### src/rtl/fib_pkg.sv
// Shared definitions for the Fibonacci controller: FSM encoding and the
// register-file indices it uses as working registers.
package fib_pkg;

  typedef enum logic [2:0] {
    IDLE  = 3'd0,
    INIT0 = 3'd1,
    INIT1 = 3'd2,
    CHECK = 3'd3,
    ADD   = 3'd4,
    MOV0  = 3'd5,
    MOV1  = 3'd6,
    DONE  = 3'd7
  } state_t;

  // r0 holds F(k-1), r1 holds F(k), r2 is the scratch sum
  localparam logic [3:0] R0 = 4'd0;
  localparam logic [3:0] R1 = 4'd1;
  localparam logic [3:0] R2 = 4'd2;

endpackage : fib_pkg

### src/rtl/fib_ctrl.sv
// Fibonacci sequencer driving an external 16-entry register file; leaves
// F(n) mod 2^bw in r1 and flags any carry-out seen during the job.
module fib_ctrl
  import fib_pkg::*;
#(
  parameter int bw = 8,
  parameter int nw = 4
) (
  input  logic          clk,
  input  logic          rst,
  input  logic          start,
  input  logic [nw-1:0] n,
  input  logic [bw-1:0] adata,
  input  logic [bw-1:0] bdata,
  output logic          rw,
  output logic [3:0]    da,
  output logic [3:0]    aa,
  output logic [3:0]    ba,
  output logic [bw-1:0] din,
  output logic          busy,
  output logic          done,
  output logic          ovf
);

  state_t        state_r;
  state_t        next_s;
  logic [nw-1:0] cnt_r;
  logic          ovf_r;
  logic [bw:0]   sum_s;

  assign sum_s = {1'b0, adata} + {1'b0, bdata};
  assign ovf   = ovf_r;

  // FSM state register
  always_ff @(posedge clk or negedge rst) begin
    if (!rst) begin
      state_r <= IDLE;
    end else begin
      state_r <= next_s;
    end
  end

  // Iteration counter and sticky overflow; both only change inside a job
  always_ff @(posedge clk or negedge rst) begin
    if (!rst) begin
      cnt_r <= {nw{1'b0}};
      ovf_r <= 1'b0;
    end else begin
      case (state_r)
        IDLE: begin
          if (start) begin
            cnt_r <= n;
            ovf_r <= 1'b0;
          end
        end
        ADD: begin
          if (sum_s[bw]) begin
            ovf_r <= 1'b1;
          end
        end
        MOV1: begin
          cnt_r <= cnt_r - {{(nw-1){1'b0}}, 1'b1};
        end
        default: begin
          cnt_r <= cnt_r;
          ovf_r <= ovf_r;
        end
      endcase
    end
  end

  // Next-state and Moore output decode; register-file port defaults to idle
  always_comb begin
    next_s = state_r;
    rw     = 1'b0;
    da     = 4'd0;
    aa     = 4'd0;
    ba     = 4'd0;
    din    = {bw{1'b0}};
    busy   = 1'b1;
    done   = 1'b0;
    case (state_r)
      IDLE: begin
        busy = 1'b0;
        if (start) begin
          next_s = INIT0;
        end else begin
          next_s = IDLE;
        end
      end
      INIT0: begin
        rw     = 1'b1;
        da     = R0;
        din    = {{(bw-1){1'b0}}, 1'b1};
        next_s = INIT1;
      end
      INIT1: begin
        rw     = 1'b1;
        da     = R1;
        din    = {bw{1'b0}};
        next_s = CHECK;
      end
      CHECK: begin
        if (cnt_r == {nw{1'b0}}) begin
          next_s = DONE;
        end else begin
          next_s = ADD;
        end
      end
      ADD: begin
        aa     = R0;
        ba     = R1;
        rw     = 1'b1;
        da     = R2;
        din    = sum_s[bw-1:0];
        next_s = MOV0;
      end
      MOV0: begin
        aa     = R1;
        rw     = 1'b1;
        da     = R0;
        din    = adata;
        next_s = MOV1;
      end
      MOV1: begin
        aa     = R2;
        rw     = 1'b1;
        da     = R1;
        din    = adata;
        next_s = CHECK;
      end
      DONE: begin
        busy   = 1'b0;
        done   = 1'b1;
        next_s = IDLE;
      end
      default: begin
        busy   = 1'b0;
        next_s = IDLE;
      end
    endcase
  end

endmodule : fib_ctrl

### config.mk
export PLATFORM = sky130hd
export DESIGN_NAME = fib_ctrl
export DESIGN_NICKNAME = d
export VERILOG_FILES = /design/src/rtl/fib_pkg.sv /design/src/rtl/fib_ctrl.sv
export SDC_FILE = /design/constraint.sdc
export NUM_CORES = 1
export LEC_CHECK = 0
export ABC_AREA = 1
export BUFFER_PORTS_ARGS = -buffer_cell sky130_fd_sc_hd__buf_2
export CORE_MARGIN = 5
export CORE_UTILIZATION = 45
export DETAILED_ROUTE_END_ITERATION = 7
export GPL_TIMING_DRIVEN = 1
export PLACE_DENSITY = 0.85
export SETUP_SLACK_MARGIN = 0.02
export SKIP_CTS_REPAIR_TIMING = 1
export SYNTH_ARGS = -nofsm -noshare
export SYNTH_HDL_FRONTEND = slang
export SYNTH_SLANG_ARGS = --single-unit
### constraint.sdc
create_clock -name clk -period 2.6 [get_ports clk]
set_input_delay 0.39 -clock clk [delete_from_list [all_inputs] [get_ports clk]]
set_output_delay 0.39 -clock clk [all_outputs]
set_load 0.02 [all_outputs]
==> metrics.txt <==
status completed; Final Cycle Share 0.848; final net count ~230; TritonCTS clock tree yes; Critical Path Source Type input pin; Antenna Nets Post-Route 0; crit path DAT between 1.5 and 2 ns; Root Buffer clkbuf_4; Critical R2R Launch state_r[0]; Hold WC Path Type in2reg; vias per cell roughly 4.9; worst-path fanout max 2; Vias around 1100; routability cong. 0.778; worst reg2reg setup slack between 1 and 1.5 ns; Worst-Skew Late Latency around 0.26 ns; Cells after Synth approximately 160; initial antenna violation count 0; FFs w/ async S/R, synth 1.00; Setup WS pre-CTS between 0.3 and 0.4 ns; Worst Setup End Kind output pin; post-layout minimum cycle time 2.20 ns; highest-count cells in the layout ignoring fill and taps nand2_1, buf_2, inv_1, o21ai_0, nor2_1; Layout area overhead 22.1%; PD cells just under 1000 mW/mm^2; die area 0.00325 sq mm; Chip Height about 57 um; core area 0.00217 sq mm; clk sinks 8; Port Buffer Count 39; Final Hold Fails 0; total power about 0.0012 W; Synth cell types 29; Finished Core Util 0.560; worst-case reg-to-reg path depth 5; commonest non-fill, non-tap cell in the layout nand2_1; setup TNS 0 ns; Initial Util 0.458; CTS buffer count 3; vias in the first global route roughly 1000; final worst setup slack 0.396 ns; Worst Hold End cnt_r[1]; main flop type after synthesis dfrtp_1; Worst-path clk slew roughly 0.050 ns; synthesized area ~990 sq um; layout cells sized above 1 0.245; wire per inst 10.7 um; EDFF count, synth 0; RSZ-0062 raised after global routing no; r2r endpoint cnt_r[1]; post-route DRC violation count 0; Rows 17; Max VDD drop 830 uV; DP HPWL a little over 2 mm; leakage 0.747 nW; I/O pin cnt 47; CTS max path bufs 2; setup violators final 0; synth warn 0; largest net degree at the start of global routing 10; Seq/Total Area, Yosys 0.201; first-pass GRT wire length 4.16 mm; final WL 2.39 mm; WP data required 2.21 ns; GRT Overall Usage 0.158; Slew Viols, Final 0; TritonRoute pass-1 iters 4; Avg Inst Size Synth between 6 and 7 sq um; worst hold stages 3; GR Overflow Total 0; Max-Cap Viols 0; fmax ~450 MHz; DRT iter0 DRCs 31; HP Start n[1]; WS Path Type in2out; fillers 235; Synth Register Bits 8; Inserted Diodes 0; Clock Skew between 0.003 and 0.004 ns; CTS HTree Levels 1; Die W roughly 57 um
## per-stage QoR
stage / std cells / area [sq um] / hold slack [ns]
after floorplan: 162 / 1020 / 0.0944
after global placement: 220 / 1180 / 0.242
after detailed placement: 220 / 1180 / 0.241
after CTS: 223 / 1200 / -0.0337
after global routing: 224 / 1210 / 0.387
final: 224 / 1210 / 0.374
## Yosys cell counts (all sizes together) (2+ instances only)
master | n | area share
or2 | 3 | 0.019
a21oi | 3 | 0.015
nand3 | 10 | 0.050
xor2 | 2 | 0.018
o21ai | 14 | 0.070
buf | 8 | 0.060
inv | 25 | 0.094
nand3b | 2 | 0.015
nand2 | 47 | 0.18
ha | 10 | 0.13
nor2 | 13 | 0.057
dfrtp | 8 | 0.20
## critical path, stage by stage
cell	delay [ns]
buf_2	0.09
ha_1	0.15
inv_1	0.05
fa_1	0.35
inv_1	0.08
nand2_1	0.07
nand2_1	0.09
and2_1	0.14
or2_0	0.11
nand3_1	0.06
nand2_1	0.07
buf_2	0.15
## report_power, final
part | leakage, nW | total, W | internal [W] | switching (W)
Combinational | 0.637 | 0.000844 | 0.000284 | 0.000560
Clock | 0.0138 | 0.0000960 | 0.0000529 | 0.0000431
Sequential | 0.0958 | 0.000256 | 0.000190 | 0.0000665
## state kept, by name, summed over array words and instances, names as in the netlist
name / cells
cnt_r: 4
state_r: 3
ovf: 1
## routing by layer
layer / wire [um] / vias up / track usage
li1: - / 559 / -
met1: 1080 / 493 / 0.206
met2: 1120 / 33 / 0.259
met3: 172 / 2 / 0.0407
met4: 19 / 0 / 0.0397
met5: 0 / - / 0
## cell families after synthesis
| logic type | synth area share |
|---|---|
| xor+xnor | 0.0264 |
| buf+inv | 0.160 |
| compound gates | 0.119 |
| other cells | 0.00377 |
| simple gates | 0.343 |
| fa+ha+maj | 0.146 |
| flops | 0.201 |
## worst max path at each step
stage	end	from
floorplan	din[3]	adata[2]
global placement	din[4]	adata[0]
detailed placement	din[4]	adata[0]
CTS	din[4]	adata[0]
global route	din[4]	adata[0]
finish	din[4]	adata[0]
## area by class of cell
class                      count  area [sq um]  area share
clock buffer                   3          22.5      0.0185
sequential                     8           200       0.165
timing repair buffer          40           205       0.169
tap                           28          35.0      0.0288
inverter                      25          93.8      0.0772
multi-input combinational    120           658       0.542
Note: power is estimated with default switching activity, not from simulation.
